--- src/rtl/pic_pkg.sv ---
// Shared definitions for the interrupt-controller IRR/priority slice:
// IR count, spurious vector number, acknowledge state enum and a rank helper.
package pic_pkg;

    localparam int NUM_IR = 8;
    localparam int ID_W   = 3;
    localparam logic [ID_W-1:0] SPURIOUS_ID = 3'd7;

    typedef enum logic [1:0] {
        IDLE = 2'd0,
        ACK1 = 2'd1,
        ACK2 = 2'd2
    } ack_state_t;

    // Rank 0 is the highest priority: the IR just above the lowest-priority pointer.
    function automatic logic [ID_W-1:0] prio_rank(input logic [ID_W-1:0] id,
                                                 input logic [ID_W-1:0] prio_low);
        return id - prio_low - 3'd1;
    endfunction

endpackage

--- src/rtl/pic_priority_resolver.sv ---
// Combinational rotating-priority picker: returns the highest-priority set bit
// of req, where priority descends from prio_low+1 around to prio_low.
module pic_priority_resolver
    import pic_pkg::*;
(
    input  logic [NUM_IR-1:0] req,
    input  logic [ID_W-1:0]   prio_low,
    output logic              valid,
    output logic [ID_W-1:0]   id
);

    logic [2*NUM_IR-1:0] doubled;
    logic [NUM_IR-1:0]   rotated;
    logic [3:0]          start;
    logic [ID_W-1:0]     offset;

    // Rotate so that bit 0 is the top-priority IR, then take the lowest set bit.
    always_comb begin
        doubled = {req, req};
        start   = {1'b0, prio_low} + 4'd1;
        rotated = doubled[start +: NUM_IR];
        valid   = |rotated;
        offset  = '0;
        for (int k = NUM_IR - 1; k >= 0; k--) begin
            if (rotated[k]) begin
                offset = k[ID_W-1:0];
            end
        end
        id = prio_low + 3'd1 + offset;
    end

endmodule

--- src/rtl/pic_irr_resolver.sv ---
// Interrupt request register with edge/level capture, rotating priority,
// ISR-aware INT generation and the two-pulse INTA acknowledge sequence.
module pic_irr_resolver
    import pic_pkg::*;
(
    input  logic              clk,
    input  logic              reset_n,
    input  logic [NUM_IR-1:0] ir_in,
    input  logic              level_mode,
    input  logic [NUM_IR-1:0] imr,
    input  logic [NUM_IR-1:0] isr,
    input  logic              inta_pulse,
    input  logic              rotate_en,
    input  logic              eoi_pulse,
    input  logic [ID_W-1:0]   eoi_id,
    output logic [NUM_IR-1:0] irr,
    output logic              int_req,
    output logic [NUM_IR-1:0] set_isr,
    output logic [ID_W-1:0]   vector_id,
    output logic              vector_valid,
    output logic              spurious
);

    ack_state_t        state;
    ack_state_t        state_next;
    logic [NUM_IR-1:0] ir_prev;
    logic [ID_W-1:0]   prio_low;

    logic              win_valid;
    logic [ID_W-1:0]   win_id;
    logic [NUM_IR-1:0] win_onehot;
    logic              isr_valid;
    logic [ID_W-1:0]   isr_id;

    logic [NUM_IR-1:0] ack_clear;
    logic [NUM_IR-1:0] irr_next;
    logic              int_req_next;
    logic [NUM_IR-1:0] set_isr_next;
    logic [ID_W-1:0]   vector_id_next;
    logic              vector_valid_next;
    logic              spurious_next;

    pic_priority_resolver u_req_resolver (
        .req      (irr & ~imr),
        .prio_low (prio_low),
        .valid    (win_valid),
        .id       (win_id)
    );

    pic_priority_resolver u_isr_resolver (
        .req      (isr),
        .prio_low (prio_low),
        .valid    (isr_valid),
        .id       (isr_id)
    );

    assign win_onehot = NUM_IR'(1) << win_id;

    always_ff @(posedge clk or negedge reset_n) begin
        if (!reset_n) begin
            state <= IDLE;
        end else begin
            state <= state_next;
        end
    end

    always_comb begin
        state_next        = state;
        set_isr_next      = '0;
        vector_id_next    = vector_id;
        vector_valid_next = 1'b0;
        spurious_next     = spurious;
        ack_clear         = '0;
        case (state)
            IDLE: begin
                if (inta_pulse) begin
                    state_next = ACK1;
                    if (win_valid) begin
                        vector_id_next = win_id;
                        set_isr_next   = win_onehot;
                        ack_clear      = level_mode ? '0 : win_onehot;
                        spurious_next  = 1'b0;
                    end else begin
                        vector_id_next = SPURIOUS_ID;
                        spurious_next  = 1'b1;
                    end
                end
            end
            ACK1: begin
                if (inta_pulse) begin
                    state_next        = ACK2;
                    vector_valid_next = 1'b1;
                end
            end
            ACK2: begin
                state_next    = IDLE;
                spurious_next = 1'b0;
            end
            default: begin
                state_next = IDLE;
            end
        endcase

        // INT only from IDLE, and only when the winner outranks everything in service.
        int_req_next = (state == IDLE) && !inta_pulse && win_valid &&
                       (!isr_valid ||
                        (prio_rank(win_id, prio_low) < prio_rank(isr_id, prio_low)));
    end

    // In edge mode the acknowledge clear is applied last so it beats a same-cycle set.
    always_comb begin
        if (level_mode) begin
            irr_next = ir_in;
        end else begin
            irr_next = (irr | (ir_in & ~ir_prev)) & ir_in & ~ack_clear;
        end
    end

    always_ff @(posedge clk or negedge reset_n) begin
        if (!reset_n) begin
            irr          <= '0;
            ir_prev      <= '0;
            prio_low     <= 3'd7;
            int_req      <= 1'b0;
            set_isr      <= '0;
            vector_id    <= '0;
            vector_valid <= 1'b0;
            spurious     <= 1'b0;
        end else begin
            irr          <= irr_next;
            ir_prev      <= ir_in;
            int_req      <= int_req_next;
            set_isr      <= set_isr_next;
            vector_id    <= vector_id_next;
            vector_valid <= vector_valid_next;
            spurious     <= spurious_next;
            if (eoi_pulse && rotate_en) begin
                prio_low <= eoi_id;
            end
        end
    end

endmodule

--- config.mk ---
export PLATFORM = sky130hd
export DESIGN_NAME = pic_irr_resolver
export DESIGN_NICKNAME = d
export VERILOG_FILES = /design/src/rtl/pic_pkg.sv /design/src/rtl/pic_priority_resolver.sv /design/src/rtl/pic_irr_resolver.sv
export SDC_FILE = /design/constraint.sdc
export NUM_CORES = 1
export LEC_CHECK = 0
export CORE_ASPECT_RATIO = 2
export CORE_UTILIZATION = 59
export DETAILED_ROUTE_END_ITERATION = 12
export DONT_BUFFER_PORTS = 1
export PLACE_DENSITY = 0.75
export SETUP_SLACK_MARGIN = 0.15
export SLEW_MARGIN = 20
export SYNTH_ARGS = -nofsm -noshare
export SYNTH_HDL_FRONTEND = slang
export SYNTH_SLANG_ARGS = --single-unit
export TNS_END_PERCENT = 50
--- constraint.sdc ---
create_clock -name clk -period 5.7 [get_ports clk]
set_clock_uncertainty 0.1 [all_clocks]
set_input_delay 1.71 -clock clk [delete_from_list [all_inputs] [get_ports clk]]
set_output_delay 1.71 -clock clk [all_outputs]
set_load 0.02 [all_outputs]
# [Word-level counts from Yosys, hierarchy flattened]
# Index checks and enable logic that the tools add are counted.
[totals] output_inout_bits=22 in_bits=33 register_bits=35 wordCells=80
[op_classes] reduce_logical=14 n_shift=3 magnitude_cmp=1 eq_ne=4 mux=33 n_bitwise=8 n_addsub=8
[op_table] op="$mux W8" count=8
[op_table] op="$mux W3" count=17
[op_table] op="$and A8 B8 Y8" count=4
[op_table] op="$shiftx A16 B5 Y8" count=2
[op_table] op="$not A8 Y8" count=3
[op_table] op="$reduce_or A8 Y1" count=2
[op_table] op="$or A8 B8 Y8" count=1
[op_table] op="$shl A1 B3 Y8 const A" count=1
[op_table] op="$add A3 B3 Y3" count=2
[op_table] op="$reduce_and A2 Y1" count=3
[op_table] op="$sub A3 B1 Y3 const B" count=2
[op_table] op="$sub A3 B3 Y3" count=2
[op_table] op="$add A3 B1 Y4 const B" count=1
[op_table] op="$logic_and A1 B1 Y1" count=4
[op_table] op="$mux W1" count=4
[op_table] op="$mux W2" count=2
[op_table] op="$ne A2 B2 Y1 const B" count=2
[op_table] op="$pmux W2 S2" count=1
[op_table] op="$add A3 B1 Y3 const B" count=1
[op_table] op="$lt A3 B3 Y1" count=1
[op_table] op="$eq A2 B1 Y1 const B" count=1
[op_table] op="$eq A2 B2 Y1 const B" count=1
[op_table] op="$logic_not A1 Y1" count=2
[op_table] op="$logic_not A2 Y1" count=1
[op_table] op="other kinds (3)" count=3

# [Depth between registers and ports, before layout]
[logic_depth] depth_word=20 mapped_depth=18 ltp_nobuf=16

# [Cells and area by module]
# A second synthesis with hierarchy kept.
[unflattened] cells_unflattened=331 area_unflattened_um2=3065.4
[by_module_without_submodules] mod="pic_irr_resolver" cells_per_inst=127 seq_area_each_um2=879.6 area_per_inst_um2=1498.9 n_inst=1
[by_module_without_submodules] mod="pic_priority_resolver at u_req_resolver" cells_per_inst=108 seq_area_each_um2=0.0 area_per_inst_um2=825.8 n_inst=1
[by_module_without_submodules] mod="pic_priority_resolver at u_isr_resolver" cells_per_inst=96 seq_area_each_um2=0.0 area_per_inst_um2=740.7 n_inst=1

# [Worst setup path after synthesis]
# OpenSTA, ideal clock, no wires.
[synth_path] path_type="input port to flip-flop" startpoint="input imr[1]" endpoint="register int_req" cell_stages=15 required_time_ns=5.535 arrival_time_ns=5.486 slack_ns=0.049 n_path_buf=0 path_cell_list="or2b_2 > mux4_1 > mux2_2 > a211oi_1 > o21bai_1 > a211oi_1 > fa_1 > fa_1 > xor2_1 > xnor2_1 > ha_1 > a21oi_1 > nand2_1 > a41oi_1 > o211a_1"
[synth_between] elab_chain_cells=17 elab_cells_between_ends=19
[synth_lines] element="from (decl)" line="pic_irr_resolver.sv:10" source="input logic [NUM_IR-1:0] imr,"
[synth_lines] element="$not A8 Y8 (*)" line="pic_irr_resolver.sv:44" source=".req (irr & ~imr),"
[synth_lines] element="$and A8 B8 Y8 (*)" line="pic_irr_resolver.sv:44"
[synth_lines] element="$shiftx A16 B5 Y8 (*)" line="pic_priority_resolver.sv:21" source="rotated = doubled[start +: NUM_IR];"
[synth_lines] element="$mux W3 (8 in a row)" line="pic_priority_resolver.sv:25" source="if (rotated[k]) begin"
[synth_lines] element="$add A3 B3 Y3" line="pic_priority_resolver.sv:29" source="id = prio_low + 3'd1 + offset;"
[synth_lines] element="$sub A3 B3 Y3" line="pic_pkg.sv:18" source="return id - prio_low - 3'd1;"
[synth_lines] element="$sub A3 B1 Y3" line="pic_pkg.sv:18"
[synth_lines] element="$lt A3 B3 Y1" line="pic_irr_resolver.sv:107" source="(prio_rank(win_id, prio_low) < prio_rank(isr_id, prio_low)));"
[synth_lines] element="$logic_or A1 B1 Y1" line="pic_irr_resolver.sv:106" source="(!isr_valid ||"
[synth_lines] element="$logic_and A1 B1 Y1 (*)" line="pic_irr_resolver.sv:105" source="int_req_next = (state == IDLE) && !inta_pulse && win_valid &&"
[synth_lines] element="named net int_req_next" line="pic_irr_resolver.sv:37" source="logic int_req_next;"
[synth_lines] element="to (signal assigned)" line="pic_irr_resolver.sv:132" source="int_req <= int_req_next;"
[synth_lines] element="to (decl)" line="pic_irr_resolver.sv:17" source="output logic int_req,"
# The timed path passes the listed nets; every way through them passes the cells marked *.
# A chain may end at the register's enable or synchronous reset.

# [Final worst setup path]
# Ends and elaborated chain as after synthesis.

==> metrics.log <==
INFO  metric total_leakage_power = approximately 1.2 nW
INFO  metric yosys_register_bits = 35
INFO  metric fin_hold_ws = about 420 ps
INFO  metric worstSetupStartpointType = primary input
INFO  metric critical_path.startpoint = imr[1]
INFO  metric cts_buffers = 5
INFO  metric core_region_area = 4554 µm²
INFO  metric status = completed
INFO  metric power.share.combinational = 0.548
INFO  metric finalCriticalPeriod = 5412 ps
INFO  metric overall_die_area = between 5000 and 6000 µm²
INFO  metric worstHoldEndpoint = irr[3]
INFO  metric globalRouteTotalUtil = 0.2928
INFO  metric placedCellCount = about 320
INFO  metric avgRoutedWirePerCell = between 20 and 25 µm
INFO  metric finalHoldViolations = 0
INFO  metric row_count = 35
INFO  metric netSwitchingPower = ~0.58 mW
INFO  metric ioPinCount = between 50 and 60
INFO  metric initial_utilization = 0.6129
INFO  metric finalSetupViolCount = 0
INFO  metric tritoncts_clock_tree = yes
INFO  metric stdcell_area = 2929 µm²
INFO  metric numPortBuffers = 0
INFO  metric dp_hpwl = around 5.4 mm
INFO  metric critPathRequiredTime = 5780 ps
INFO  metric die_w = ~51 µm
INFO  metric antenna_cells_inserted = 0
INFO  metric drc_errors = 0
INFO  metric crit_slowest_cell = sky130_fd_sc_hd__fa_2
INFO  metric grt_max_degree = 36
INFO  metric layout_area_growth_over_synthesis = 4.931%
INFO  metric cp.arrival = around 5500 ps
INFO  metric async_reset_ff_frac = 1.000
INFO  metric worst_setup_path_end_kind = flop
INFO  metric cts.reportedPaths.clkPinSlew = approximately 70 ps
INFO  metric synth_enable_flop_cells = 0
INFO  metric ctsLongestPathBuffers = 2
INFO  metric synth.cell_area = roughly 2800 µm²
INFO  metric final_antenna_net_count = 0
INFO  metric seq_power_share = 0.307
INFO  metric route.vias.total = 2,295
INFO  metric power.share.switching = 0.4519
INFO  metric antenna_violations_before_repair = 0
INFO  metric clock_root_buffer = sky130_fd_sc_hd__clkbuf_8
INFO  metric final.period_utilization = 0.9496
INFO  metric rsz0062_at_grt = no
INFO  metric die_height = a little under 100 µm
INFO  metric first_global_vias = about 2,200
INFO  metric worstReg2RegEnd = int_req
INFO  metric worst_hold_startpoint = ir_prev[3]
INFO  metric worst_pin_slew = ~660 ps
INFO  metric holdBufCountCts = 0
INFO  metric fraction_of_final_layout_cells_with_drive_strength_greater_than_1 = 0.2109
INFO  metric synth.top_cells.by_area = sky130_fd_sc_hd__dfrtp_1 29%, sky130_fd_sc_hd__mux4_2 8.1%, sky130_fd_sc_hd__mux4_1 5.6%
INFO  metric setup.reg_to_reg.worst_slack = 950 ps
INFO  metric synth_cells = ~280
INFO  metric max_stage_delay = roughly 500 ps
INFO  metric max_slew_margin = 0.5516
INFO  metric layout.cells.non_filler = between 300 and 400
INFO  metric seq_area_frac_synth = 0.3151
INFO  metric mappedNetlistNets = approximately 320
INFO  metric first_pass_iters = 4
INFO  metric total_power = 1.285 mW
INFO  metric avgViaCountPerCell = between 6 and 7
INFO  metric clkSinkCount = 35
INFO  metric slew_viol_final = 0
INFO  metric yosys_most_used_dff = sky130_fd_sc_hd__dfrtp_1
INFO  metric reg2reg_from = prio_low[1]
INFO  metric internal_power = around 0.70 mW
INFO  metric yosysWarningCount = 0
INFO  metric fmaxAchievable = around 180 MHz
INFO  metric clkPwrFrac = 0.145
INFO  metric timing.critical_path.cells = or2b_2 -> mux4_2 -> mux2_2 -> a211oi_2 -> o21bai_1 -> a211oi_2 -> fa_2 -> fa_2 -> xor2_1 -> xnor2_1 -> ha_1 -> o2111ai_1 -> nand2_1 -> a41oi_2 -> o211a_1
INFO  metric reg2reg_depth = 15
INFO  metric power_density = 438.8 nW/µm²
INFO  metric gpl.final_weighted_congestion = ~1
INFO  metric critical_path.max_fanout = 4
INFO  metric grt_pass1_wl = 10.85 mm
INFO  metric fin_util = 0.6431
INFO  metric num-nets-final = around 320
INFO  metric netlist.top_cell.by_area = sky130_fd_sc_hd__dfrtp_1
INFO  metric drt-initial-drc-count = 50
INFO  metric postPlaceCellArea = approximately 2800 µm²
INFO  metric post_synth_num_cell_types = 63
INFO  metric netlist.area_leader.share = 0.2869
INFO  metric max_cap_violations = 0
INFO  metric ctsHtreeMaxLevel = 2
INFO  metric route.final.wire_length = ~7 mm
INFO  metric timing_worst_setup_path_type = in2reg
INFO  metric worst_hold_path_type = reg2reg
INFO  metric clock_latency = roughly 290 ps
INFO  metric timing.hold.worst_path_depth = 3
INFO  metric post_synth.cell_area_avg = between 10 and 15 µm²
INFO  metric power.ir.vdd_worst = between 0.3 and 0.4 mV
INFO  metric grt-ovfl-total = 0
metal layers:
metal / routed length, µm / global-route usage
met2: 3872 / 0.5518
met1: 2471 / 0.2963
met3: 286 / 0.03823
met5: 0 / 0
met4: 367 / 0.1581
power by group through the flow:
stage / Clock (mW) / Combinational (mW) / Sequential (mW)
2_1_floorplan: 0 / 0.536 / 0.367
3_3_place_gp: 0 / 0.635 / 0.398
4_1_cts: 0.191 / 0.651 / 0.395
3_5_place_dp: 0 / 0.648 / 0.400
6_report: 0.187 / 0.704 / 0.394
5_1_grt: 0.197 / 0.772 / 0.399
how the worst max path moves through the flow:
stage,slack (ps),cells after the start,to
2_1_floorplan,160,15,int_req
3_5_place_dp,-120,15,int_req
3_3_place_gp,40,16,int_req
5_1_grt,180,15,int_req
6_report,290,15,int_req
4_1_cts,180,15,int_req
critical path: cells and delay by family:
kind,cells,cell delay (ps)
AOI/OAI and AO/OA,6,1040
xor gates and xnor gates,2,330
adders and majority gates,3,1230
muxes,2,800
and+or+nand+nor,2,400
registers in the layout, summed over array words and instances, names as in the netlist:
register and count:
ir_prev 8, irr 8, set_isr 8, prio_low 3, vector_id 3, state 2
int_req 1, spurious 1, vector_valid 1
cells in the final DEF, fill, tap and decap left out, types with 2 or more instances in the layout:
| master | instances |
|---|---|
| sky130_fd_sc_hd__o31ai_1 | 2 |
| sky130_fd_sc_hd__a21oi_1 | 15 |
| sky130_fd_sc_hd__clkinvlp_4 | 2 |
| sky130_fd_sc_hd__a21boi_0 | 2 |
| sky130_fd_sc_hd__nor3_1 | 8 |
| sky130_fd_sc_hd__o22ai_1 | 4 |
| sky130_fd_sc_hd__inv_1 | 4 |
| sky130_fd_sc_hd__nand3_1 | 4 |
| sky130_fd_sc_hd__o211ai_1 | 3 |
| sky130_fd_sc_hd__dfstp_2 | 3 |
| sky130_fd_sc_hd__dfrtp_1 | 32 |
| sky130_fd_sc_hd__o221ai_1 | 2 |
| sky130_fd_sc_hd__nor3b_1 | 5 |
| sky130_fd_sc_hd__or3_1 | 3 |
| sky130_fd_sc_hd__clkbuf_8 | 5 |
| sky130_fd_sc_hd__xor2_1 | 3 |
| sky130_fd_sc_hd__nand2b_1 | 7 |
| sky130_fd_sc_hd__mux2i_1 | 15 |
| sky130_fd_sc_hd__o41ai_1 | 3 |
| sky130_fd_sc_hd__o21ai_0 | 8 |
| sky130_fd_sc_hd__ha_1 | 5 |
| sky130_fd_sc_hd__mux2_2 | 8 |
| sky130_fd_sc_hd__fa_2 | 2 |
| sky130_fd_sc_hd__a31oi_1 | 3 |
| sky130_fd_sc_hd__and2_1 | 2 |
| sky130_fd_sc_hd__nor2b_1 | 5 |
| sky130_fd_sc_hd__mux4_1 | 4 |
| sky130_fd_sc_hd__xnor2_1 | 8 |
| sky130_fd_sc_hd__a211oi_2 | 2 |
| sky130_fd_sc_hd__nand2_1 | 22 |
| sky130_fd_sc_hd__o311ai_0 | 5 |
| sky130_fd_sc_hd__mux4_2 | 12 |
| sky130_fd_sc_hd__and3b_1 | 2 |
| sky130_fd_sc_hd__nor2_1 | 25 |
| sky130_fd_sc_hd__o21bai_1 | 3 |
| sky130_fd_sc_hd__buf_4 | 8 |
| sky130_fd_sc_hd__inv_2 | 2 |
synthesized netlist by cell type (all sizes together), types with 6 or more instances:
cell	number
o21ai	8
mux4	16
ha	6
nand2b	7
mux2i	15
buf	11
nor3	8
a21oi	16
nor2	25
mux2	8
nand2	22
dfrtp	32
xnor2	8
inv	7
logic make-up (layout without fill, tap and decap cells):
| logic type | after synthesis | count (layout) | synth area share |
|---|---|---|---|
| mux | 39 | 39 | 0.2232 |
| flops | 35 | 35 | 0.3151 |
| compound gates | 64 | 64 | 0.1609 |
| simple gates | 95 | 95 | 0.1771 |
| xor+xnor | 11 | 11 | 0.03452 |
| fa+ha+maj | 8 | 8 | 0.04124 |
| buf+inv | 23 | 23 | 0.04796 |
cell type report:
cell class | count | area, µm²
well taps | 55 | 68.82
clock inverters | 3 | 23.77
clock buffers | 5 | 68.82
fillers | 403 | 1625
multi-input cells | 217 | 1799
inverters | 7 | 28.78
flip-flops and latches | 35 | 879.6
repair buffers | 8 | 60.06
timing repair:
| action | CTS | global route |
|---|---|---|
| gates resized for setup | 0 | 6 |
| endpoints found under the setup margin | 0 | 1 |
| hold endpoints to repair | 0 | 0 |
| setup buffers | 0 | 1 |
through the flow:
step           TNS (ps)  setup slack, ps
3_3_place_gp          0            39.07
4_1_cts               0            178.7
2_1_floorplan         0            164.1
6_report              0            287.6
3_5_place_dp     -115.9           -115.9
5_1_grt               0            180.0
Note: power is estimated with default switching activity, not from simulation.
